--- src/rtl/servo_ramp_ctrl.sv ---
// servo_ramp_ctrl
// Turns 8-bit position commands into a slew-limited PWM duty cycle for a
// hobby servo. A free-running period counter marks each PWM period. On every
// period boundary the duty cycle moves at most STEP clocks toward the
// commanded target. Once the target is reached, the block dwells for
// HOLD_PERIODS periods and then signals completion.
//
// Ports
//   clk         : single clock, rising-edge active
//   rst_n       : asynchronous active-low reset
//   cmd_valid   : a position command is offered
//   cmd_pos     : target position, 0 = DUTY_MIN .. 255 = DUTY_MAX
//   cmd_ready   : block is idle and will take a command
//   duty_cycle  : PWM high-time in clk cycles
//   period_tick : one-cycle pulse on the last cycle of each PWM period
//   busy        : a command is in progress (ramping or holding)
//   done        : one-cycle pulse after a command completes
module servo_ramp_ctrl #(
  parameter int unsigned CLK_FREQ     = 25_000_000,
  parameter int unsigned PERIOD       = 500_000,
  parameter int unsigned STEP         = 500,
  parameter int unsigned HOLD_PERIODS = 50
) (
  input  logic        clk,
  input  logic        rst_n,
  input  logic        cmd_valid,
  input  logic [7:0]  cmd_pos,
  output logic        cmd_ready,
  output logic [31:0] duty_cycle,
  output logic        period_tick,
  output logic        busy,
  output logic        done
);

  localparam int unsigned DUTY_MIN = PERIOD / 20;
  localparam int unsigned DUTY_MAX = PERIOD / 10;

  localparam logic [47:0] DutySpan  = 48'(DUTY_MAX - DUTY_MIN);
  localparam logic [31:0] DutyMinW  = 32'(DUTY_MIN);
  localparam logic [31:0] LastCount = 32'(PERIOD - 1);
  localparam logic [31:0] StepW     = 32'(STEP);
  localparam logic [31:0] HoldW     = 32'(HOLD_PERIODS);

  // Reject parameter sets the timing scheme cannot support.
  if (PERIOD < 20) begin : g_bad_period
    $error("servo_ramp_ctrl: PERIOD must be at least 20");
  end
  if (STEP < 1) begin : g_bad_step
    $error("servo_ramp_ctrl: STEP must be at least 1");
  end
  if (CLK_FREQ == 0) begin : g_bad_clk
    $error("servo_ramp_ctrl: CLK_FREQ must be non-zero");
  end

  typedef enum logic [1:0] {
    StIdle,
    StRamp,
    StHold
  } state_e;

  state_e      state;
  logic [31:0] period_cnt;
  logic [31:0] hold_cnt;
  logic [31:0] target;

  logic [31:0] cmd_target;
  logic        ramp_up;
  logic [31:0] ramp_dist;
  logic        ramp_last;
  logic [31:0] ramp_next;
  logic [31:0] hold_inc;

  // Period counter, free-running from reset release.
  always_ff @(posedge clk or negedge rst_n) begin
    if (!rst_n) begin
      period_cnt <= '0;
    end else if (period_cnt == LastCount) begin
      period_cnt <= '0;
    end else begin
      period_cnt <= period_cnt + 32'd1;
    end
  end

  assign period_tick = (period_cnt == LastCount);
  assign cmd_ready   = (state == StIdle);
  assign busy        = (state != StIdle);

  always_comb begin
    // The product is computed at 48 bits so a large PERIOD cannot overflow
    // before the divide.
    cmd_target = 32'(48'(DUTY_MIN) + (48'(cmd_pos) * DutySpan) / 48'd255);

    // Distance is taken as a magnitude so a downward ramp can never wrap
    // below the target.
    ramp_up   = (target > duty_cycle);
    ramp_dist = ramp_up ? (target - duty_cycle) : (duty_cycle - target);
    ramp_last = (ramp_dist <= StepW);
    if (ramp_last) begin
      ramp_next = target;
    end else if (ramp_up) begin
      ramp_next = duty_cycle + StepW;
    end else begin
      ramp_next = duty_cycle - StepW;
    end

    hold_inc = hold_cnt + 32'd1;
  end

  always_ff @(posedge clk or negedge rst_n) begin
    if (!rst_n) begin
      state      <= StIdle;
      hold_cnt   <= '0;
      duty_cycle <= DutyMinW;
      target     <= DutyMinW;
      done       <= 1'b0;
    end else begin
      done <= 1'b0;
      unique case (state)
        StIdle: begin
          // A tick coinciding with acceptance is deliberately not used to
          // move the duty; ramping begins on the following tick.
          if (cmd_valid) begin
            target <= cmd_target;
            state  <= StRamp;
          end
        end
        StRamp: begin
          if (period_tick) begin
            duty_cycle <= ramp_next;
            if (ramp_last) begin
              hold_cnt <= '0;
              if (HOLD_PERIODS == 0) begin
                done  <= 1'b1;
                state <= StIdle;
              end else begin
                state <= StHold;
              end
            end
          end
        end
        StHold: begin
          if (period_tick) begin
            hold_cnt <= hold_inc;
            if (hold_inc == HoldW) begin
              done  <= 1'b1;
              state <= StIdle;
            end
          end
        end
        default: begin
          state <= StIdle;
        end
      endcase
    end
  end

endmodule

--- config.mk ---
export PLATFORM = sky130hd
export DESIGN_NAME = servo_ramp_ctrl
export DESIGN_NICKNAME = d
export VERILOG_FILES = /design/src/rtl/servo_ramp_ctrl.sv
export SDC_FILE = /design/constraint.sdc
export NUM_CORES = 1
export LEC_CHECK = 0
export ABC_AREA = 1
export BUFFER_PORTS_ARGS = -buffer_cell sky130_fd_sc_hd__clkbuf_2
export CAP_MARGIN = 10
export CORE_AREA = 2 2 174 176
export CTS_CLUSTER_SIZE = 28
export DETAILED_ROUTE_END_ITERATION = 16
export DIE_AREA = 0 0 176 178
export HOLD_SLACK_MARGIN = 0.1
export PLACE_DENSITY = 0.65
export SLEW_MARGIN = 20
export SYNTH_ARGS = -nofsm -noshare
export SYNTH_HDL_FRONTEND = slang
export SYNTH_SLANG_ARGS = --single-unit
--- constraint.sdc ---
create_clock -name clk -period 9.99 [get_ports clk]
set_clock_uncertainty 0.15 [all_clocks]
set_input_delay 0.4995 -clock clk [delete_from_list [all_inputs] [get_ports clk]]
set_output_delay 0.4995 -clock clk [all_outputs]
set_load 0.02 [all_outputs]
Word-level counts from Yosys, hierarchy flattened
Index checks and enable logic that the tools add are counted.
{ "word_totals": {"elab_cells": 50, "ff_bits": 131, "out_inout_bits": 36, "inputBits": 11} }
{ "op_classes": {"n_mux": 17, "n_eq_ne": 9, "n_addsub": 7, "div_mod_pow": 1, "reduce_logical": 7, "mul": 1, "n_lt_le_gt_ge": 2} }
{ "ops": {"columns": ["cell", "n"], "rows": [
  ["$mux W32", 7],
  ["$add A32 B1 Y32 const B", 2],
  ["$pmux W32 S2", 1],
  ["$sub A32 B32 Y32", 2],
  ["$div A23 B8 Y48 const B", 1],
  ["$add A15 B32 Y32 const A", 1],
  ["$add A32 B9 Y32 const B", 1],
  ["$eq A32 B19 Y1 const B", 1],
  ["$eq A32 B6 Y1 const B", 1],
  ["$gt A32 B32 Y1", 1],
  ["$le A32 B9 Y1 const B", 1],
  ["$sub A32 B9 Y32 const B", 1],
  ["$mul A8 B12 Y20 const B", 1],
  ["$mux W2", 5],
  ["$ne A2 B2 Y1 const B", 5],
  ["$pmux W2 S3", 1],
  ["$reduce_and A5 Y1", 1],
  ["$reduce_and A2 Y1", 2],
  ["$reduce_and A4 Y1", 1],
  ["$reduce_bool A2 Y1", 2],
  ["$mux W1", 3],
  ["$eq A2 B1 Y1 const B", 1],
  ["$eq A2 B2 Y1 const B", 1],
  ["$logic_not A2 Y1", 1]
]} }

Logic depth before layout (Yosys ltp)
Gate-level depths: netlist of the first run.
{ "depth": {"word_depth": 6, "ltp_mapped": 100} }

Least setup slack after synthesis of the first run
No wires, ideal clock.
{ "synth_timing": {"path_kind": "input-to-reg", "startpoint": "input port cmd_pos[2]", "endpoint": "register target[0]", "setup_time_ns": 0.113, "path_slack_ns": -0.399, "arrival_ns": 10.126, "path_buffers": 0, "t_required_ns": 9.727, "cell_stages": 82, "cell_sequence": "ha_1 -> ha_1 -> inv_1 -> fa_1 -> inv_1 -> fa_1 -> ha_1 -> nand2_1 -> nand3_1 -> nand2_1 -> nand2_2 -> nand2_1 -> nand2_1 -> nand2_1 -> nand2_1 -> nor2_2 -> nand3_2 -> nand3_2 -> [46 not listed] -> nand2_2 -> nor2_1 -> nand2_1 -> o21bai_2 -> nand2_1 -> ha_1 -> nand2_2 -> inv_1 -> nand3_1 -> and2_1 -> ha_1 -> nand3_1 -> nor2_1 -> nand2_1 -> nand2_1 -> nand3_1 -> nand2_1 -> inv_1"} }
{ "synth_via": {"elab_chain_cells": 3} }
{ "synth_lines": {"columns": ["item", "line", "text"], "rows": [
  ["start, declared", "27", "input logic [7:0] cmd_pos,"],
  ["$mul A8 B12 Y20", "91", "cmd_target = 32'(48'(DUTY_MIN) + (48'(cmd_pos) * DutySpan) / 48'd255);"],
  ["$div A23 B8 Y48", "91", null],
  ["$add A15 B32 Y32", "91", null],
  ["end signal, assigned", "114", "target <= DutyMinW;"],
  ["end signal, assigned", "123", "target <= cmd_target;"],
  ["end, declared", "64", "logic [31:0] target;"]
]} }
No other way between the ends.
A chain may end at the register's enable or synchronous reset.

Worst setup path after layout of the first run
{ "layout_timing": {"startpoint": "input port cmd_pos[7]", "endpoint": "register target[0]"} }
Same word-level chain as after synthesis.

==> results of run 1 <==
-- state kept, by name, indices dropped and copies added (netlist names) --
| register | count |
|---|---|
| hold_cnt | 32 |
| target | 17 |
| state | 2 |
| done | 1 |
| duty_cycle | 32 |
| period_cnt | 32 |
-- cell type report --
| class | instances | share of cell area |
|---|---|---|
| clock buffer | 21 | 0.0240 |
| timing repair buffer | 371 | 0.141 |
| multi-input combinational | 1698 | 0.583 |
| inverter | 394 | 0.0751 |
| tap | 390 | 0.0243 |
| sequential | 116 | 0.145 |
| clock inverter | 11 | 0.00742 |
-- logic make-up (layout without fill, tap and decap cells) --
kind of cell,Yosys count,in the layout,share of synthesized area
compound gates,380,380,0.156
xor+xnor,96,96,0.0583
fa+ha+maj,137,137,0.126
buf+inv,422,797,0.110
flops,116,116,0.201
mux,2,2,0.00138
simple gates,1082,1083,0.348
-- per-layer routing --
layer | vias to the layer above | GRT usage | wire, um
met3 | 77 | 0.0269 | 1490
met1 | 7468 | 0.335 | 18900
met4 | 0 | 0.0761 | 988
li1 | 8008 | - | -
met2 | 329 | 0.487 | 21300
met5 | - | 0 | 0
-- worst paths after layout --
check / slack (ns) / start / to
min: 0.31 / period_cnt[0] / period_cnt[0]
min in group asynchronous: 0.46 / rst_n / hold_cnt[24]
min reg2reg: 0.31 / period_cnt[0] / period_cnt[0]
max in group asynchronous: 7.86 / rst_n / duty_cycle[0]
max: -0.92 / cmd_pos[7] / target[0]
max reg2reg: 2.79 / duty_cycle[3] / duty_cycle[30]
-- cells in the mapped netlist, types with 4 or more instances --
| cell type | n |
|---|---|
| nand3_2 | 14 |
| nand3_1 | 146 |
| xor2_1 | 57 |
| nand3_4 | 5 |
| and2_1 | 6 |
| o31ai_1 | 29 |
| a31oi_1 | 12 |
| xnor2_1 | 38 |
| o21ai_0 | 123 |
| inv_2 | 26 |
| o211ai_1 | 25 |
| nor3_1 | 24 |
| nand3b_1 | 6 |
| a21oi_1 | 110 |
| o221ai_1 | 5 |
| ha_1 | 122 |
| inv_1 | 364 |
| nand2_1 | 514 |
| clkbuf_1 | 24 |
| nand4_1 | 42 |
| a221oi_1 | 4 |
| dfstp_2 | 12 |
| o21ai_1 | 28 |
| nor2_1 | 207 |
| nand2_2 | 39 |
| o21bai_1 | 7 |
| or2_2 | 9 |
| nor2_4 | 10 |
| fa_1 | 15 |
| nand2_4 | 16 |
| o21a_1 | 4 |
| dfrtp_1 | 104 |
| nor4_1 | 17 |
| nor2_2 | 17 |
-- metrics by stage --
stage / setup WS (ns) / instance area (um2) / instances / utilization / hold slack [ns]
floorplan: -0.207 / 14700 / 2235 / - / 0.0539
detailed placement: -1.40 / 17100 / 2876 / 0.582 / 0.301
CTS: -0.565 / 19200 / 2968 / 0.652 / 0.309
global route: -1.67 / 20100 / 3001 / 0.682 / 0.326
global placement: -1.07 / 17100 / 2876 / 0.582 / 0.296
finish: -0.925 / 20100 / 3001 / 0.682 / 0.309
-- repair_timing --
action                     4_1_cts  5_1_grt
pin swaps                      126       80
setup buffers                   58       33
resized for setup              210      161
cloned                           2        0
hold buffers                     1        0
setup endpoints to repair       15       16
hold endpoints to repair        47        0
==> metrics.yaml, run 1 <==
outcome:
  status: "finished with violations"
  violations: "negative setup slack"
placement:
  finalWeightedCongestion: 0.927
  port_buffers: 46
  dp_hpwl_um: 30600
routing:
  routedWlPerCell_um: 14.2
  drt_first_pass_iters: 5
  drt_wl_total_um: 42700
  drtAntennaViolNets: 0
  vias: 15900
  drt_iter0_drc: 1058
  drc: 0
  routed_via_density: 5.29
setup_path:
  cp_top_family: "simple AND/OR/NAND/NOR gates"
  arrival_ns: 11.08
  crit_slowest_cell: "fa_1"
  startpoint_type: "input pin"
  cp_common_cell: "nand2_4"
  reg2reg_depth: 36
  critPathCaptureType: "flip-flop"
  worstSetupPathType: "in2reg"
  max_stage_delay_ns: 0.52
  path_buf_inv: 18
  worst-path-max-fanout: 8
  crit_required_ns: 10.16
  path_depth: 83
logic_synthesis:
  ys_top_cells_by_area: "dfrtp_1 (18%), nand2_1 (13%), ha_1 (10%), inv_1 (9.4%), nor2_1 (5.3%)"
  yosysWarningCount: 0
  async_reset_ff_frac: 1.00
  yosys.area.top_type: "dfrtp_1"
  ys_types: 68
  yosysSeqAreaShare: 0.201
  ys.flop_type: "dfrtp_1"
  syn-instance-count: 2235
  syn_area_um2: 14500
  synth.avg_cell_area_um2: 6.51
  synth_top_area_share: 0.179
  synth_edf_count: 0
  synth_fp_nets: 2383
  ys_ff_latch: 116
worst_hold_path:
  hold_class: "reg2reg"
  min_path_cells: 1
sta:
  rsz0062_at_grt: "yes"
  min_period_ns: 10.91
  worst_slew_pin_slew_ns: 0.930
  fin_tns_setup_ns: -9.85
  final-max-slew-violation-count: 0
  finalWorstSetupSlack_ns: -0.925
  max_slew_margin: 0.379
  hold_viol: 0
  fmax_mhz: 91.6
  final-setup-viol-count: 16
  period_share: 1.09
clock_tree:
  path_clk_slew_ns: 0.05
  cts_tree: "yes"
  clockBufferDepth: 2
  cts_inserted_buffers: 17
  cts-root-buf: "clkbuf_16"
  h-tree-depth: 4
  worstSkewPairLatency_ns: 0.43
  cts_sinks: 116
cells_and_area:
  final_cell_mix: "nand2_1 (429), inv_1 (345), buf_4 (303), nor2_1 (173), o21ai_0 (112)"
  syn_to_final_growth_pct: 37.9
  seq_area_um2: 2920
  multi_input_comb_area_um2: 11700
  nFillCells: 2446
  final_common_cell: "nand2_1"
  antenna_cells: 0
  drive_gt1_frac: 0.313
  layout.nets: 2746
die:
  initial_utilization: 0.495
  pin_count: 47
  dieArea_um2: 31300
  core_um2: 29400
  die_y_um: 178
  rows: 63
  dieWidth_um: 176
global_routing:
  grt_use_total: 0.267
  grt_max_degree: 70
  grt_pass1_wl_um: 70100
  overflow: 0
  antenna_found_initial: 0
  first_global_vias: 15300
flow_run:
  cap_violations: 0
Power of run 1 is left out: the tool's default activity adds up to more than one toggle a clock period on the data nets, which glitch-free logic cannot reach.
==> inputs of run 2 (changes only) <==
--- a/config.mk
+++ b/config.mk
@@ -13,7 +13,7 @@
 export DETAILED_ROUTE_END_ITERATION = 16
 export DIE_AREA = 0 0 176 178
 export HOLD_SLACK_MARGIN = 0.1
-export PLACE_DENSITY = 0.65
+export PLACE_DENSITY = 0.7
 export SLEW_MARGIN = 20
 export SYNTH_ARGS = -nofsm -noshare
 export SYNTH_HDL_FRONTEND = slang
==> run 2 against run 1 <==
The flow still finishes with violations (negative setup slack). Via count rose by 1.1%. Worst hold slack improved by 0.015 ns. Setup slack got worse by 0.21 ns. Sequential cell count did not move. Core utilization fell by 0.93 points. Fmax fell by 1.9%. Non-clock buffer count fell by 15. Critical path depth fell by 2. Design area fell by 1.4%. Routed wire length rose by 2.0%. First-iteration DRC count rose by 6.5%.
==> metrics.yaml, run 2 (synthesis results as in run 1) <==
die:
  dieWidth_um: 176
  initial_utilization: 0.495
  core_um2: 29400
  pin_count: 47
  die_y_um: 178
  dieArea_um2: 31300
  rows: 63
clock_tree:
  cts_tree: "yes"
  worstSkewPairLatency_ns: 0.43
  h-tree-depth: 4
  cts_inserted_buffers: 17
  cts-root-buf: "clkbuf_16"
  clockBufferDepth: 2
  path_clk_slew_ns: 0.05
  cts_sinks: 116
worst_hold_path:
  hold_class: "reg2reg"
  min_from: "period_cnt[0]"
  min_path_cells: 1
  hold_path_end: "period_cnt[0]"
setup_path:
  startpoint_type: "input pin"
  crit_required_ns: 10.16
  crit_slowest_cell: "fa_1"
  max_stage_delay_ns: 0.61
  r2r_start: "duty_cycle[3]"
  r2r_setup_slack_ns: 2.91
  rr_endpoint: "duty_cycle[30]"
  reg2reg_depth: 36
  critPathCaptureType: "flip-flop"
  arrival_ns: 11.30
  worst-path-max-fanout: 6
  worstSetupPathType: "in2reg"
global_routing:
  overflow: 0
  first_global_vias: 15000
  antenna_found_initial: 0
  grt_pass1_wl_um: 68100
  grt_max_degree: 68
  grt_use_total: 0.260
outcome:
  violations: "negative setup slack"
  status: "finished with violations"
cells_and_area:
  antenna_cells: 0
  drive_gt1_frac: 0.304
  final_cell_mix: "nand2_1 (427), inv_1 (353), buf_4 (293), nor2_1 (171), o21ai_0 (112)"
  final_cell_area_um2: 19800
  top_regs: "duty_cycle (32), hold_cnt (32), period_cnt (32)"
  layout.nets: 2731
  syn_to_final_growth_pct: 36.1
  final_common_cell: "nand2_1"
routing:
  drt_iter0_drc: 1127
  vias: 16100
  drt_wl_total_um: 43500
  routedWlPerCell_um: 14.6
  routed_via_density: 5.38
  drt_first_pass_iters: 6
  drt-met1-wl_um: 18700
  drc: 0
  highest_layer: "met4"
  wl_met2_um: 21700
  drtAntennaViolNets: 0
  wl_met3_um: 1550
sta:
  hold_viol: 0
  worst_slew_pin_slew_ns: 0.920
  min_period_ns: 11.13
  fin_tns_setup_ns: -10.25
  hold_ws_ns: 0.325
  fmax_mhz: 89.9
  rsz0062_at_grt: "yes"
  max_slew_margin: 0.371
  final-setup-viol-count: 16
  finalWorstSetupSlack_ns: -1.14
  final-max-slew-violation-count: 0
  period_share: 1.11
placement:
  place_ws_ns: -1.55
  port_buffers: 46
  finalWeightedCongestion: 0.924
  dpl_cell_area_um2: 17100
  dp_hpwl_um: 30900
flow_run:
  cap_violations: 0
## run 2: repair_timing
item                       in CTS  in global routing
setup buffers                  29                 44
gates cloned                    1                  1
hold endpoints to repair       66                  0
gates resized for setup       101                236
pin swaps                      73                153
hold buffers                    1                  0
setup endpoints to repair      15                 16
## run 2: metal layers
layer  track usage  vias up
met5             0        -
met4        0.0847        0
met3        0.0290      110
met2         0.465      408
met1         0.327     7547
li1              -     7991
## run 2: critical path, delay by kind of cell
kind                       cells  cell delay [ns]
AOI/OAI and AO/OA              8             1.52
xor gates and xnor gates       1             0.20
adders and majority gates      7             2.16
buffers and inverters         16             1.64
and+or+nand+nor               49             5.25
## run 2: how the worst max path moves through the flow
stage	start	end	cells past startpoint	slack, ns
2_1_floorplan	cmd_pos[2]	target[0]	89	-0.21
3_3_place_gp	cmd_pos[6]	target[0]	85	-1.24
3_5_place_dp	cmd_pos[4]	target[0]	86	-1.55
4_1_cts	cmd_pos[4]	target[0]	82	-0.74
5_1_grt	cmd_pos[2]	target[0]	88	-1.79
6_report	cmd_pos[2]	target[0]	81	-1.14
## run 2: layout make-up
class	instances	area, um2
clock buffer	23	488
clock inverter	8	148
fill	2420	9620
inverter	394	1500
multi-input combinational	1698	11600
sequential	116	2920
tap	390	488
timing repair buffer	356	2690
## run 2: metrics by stage
| stage | cells | util |
|---|---|---|
| 6_report | 2985 | 0.673 |
| 5_1_grt | 2985 | 0.673 |
| 4_1_cts | 2941 | 0.626 |
| 3_5_place_dp | 2879 | 0.582 |
| 3_3_place_gp | 2879 | 0.582 |
| 2_1_floorplan | 2235 | - |
Power of run 2 is left out for the same reason.
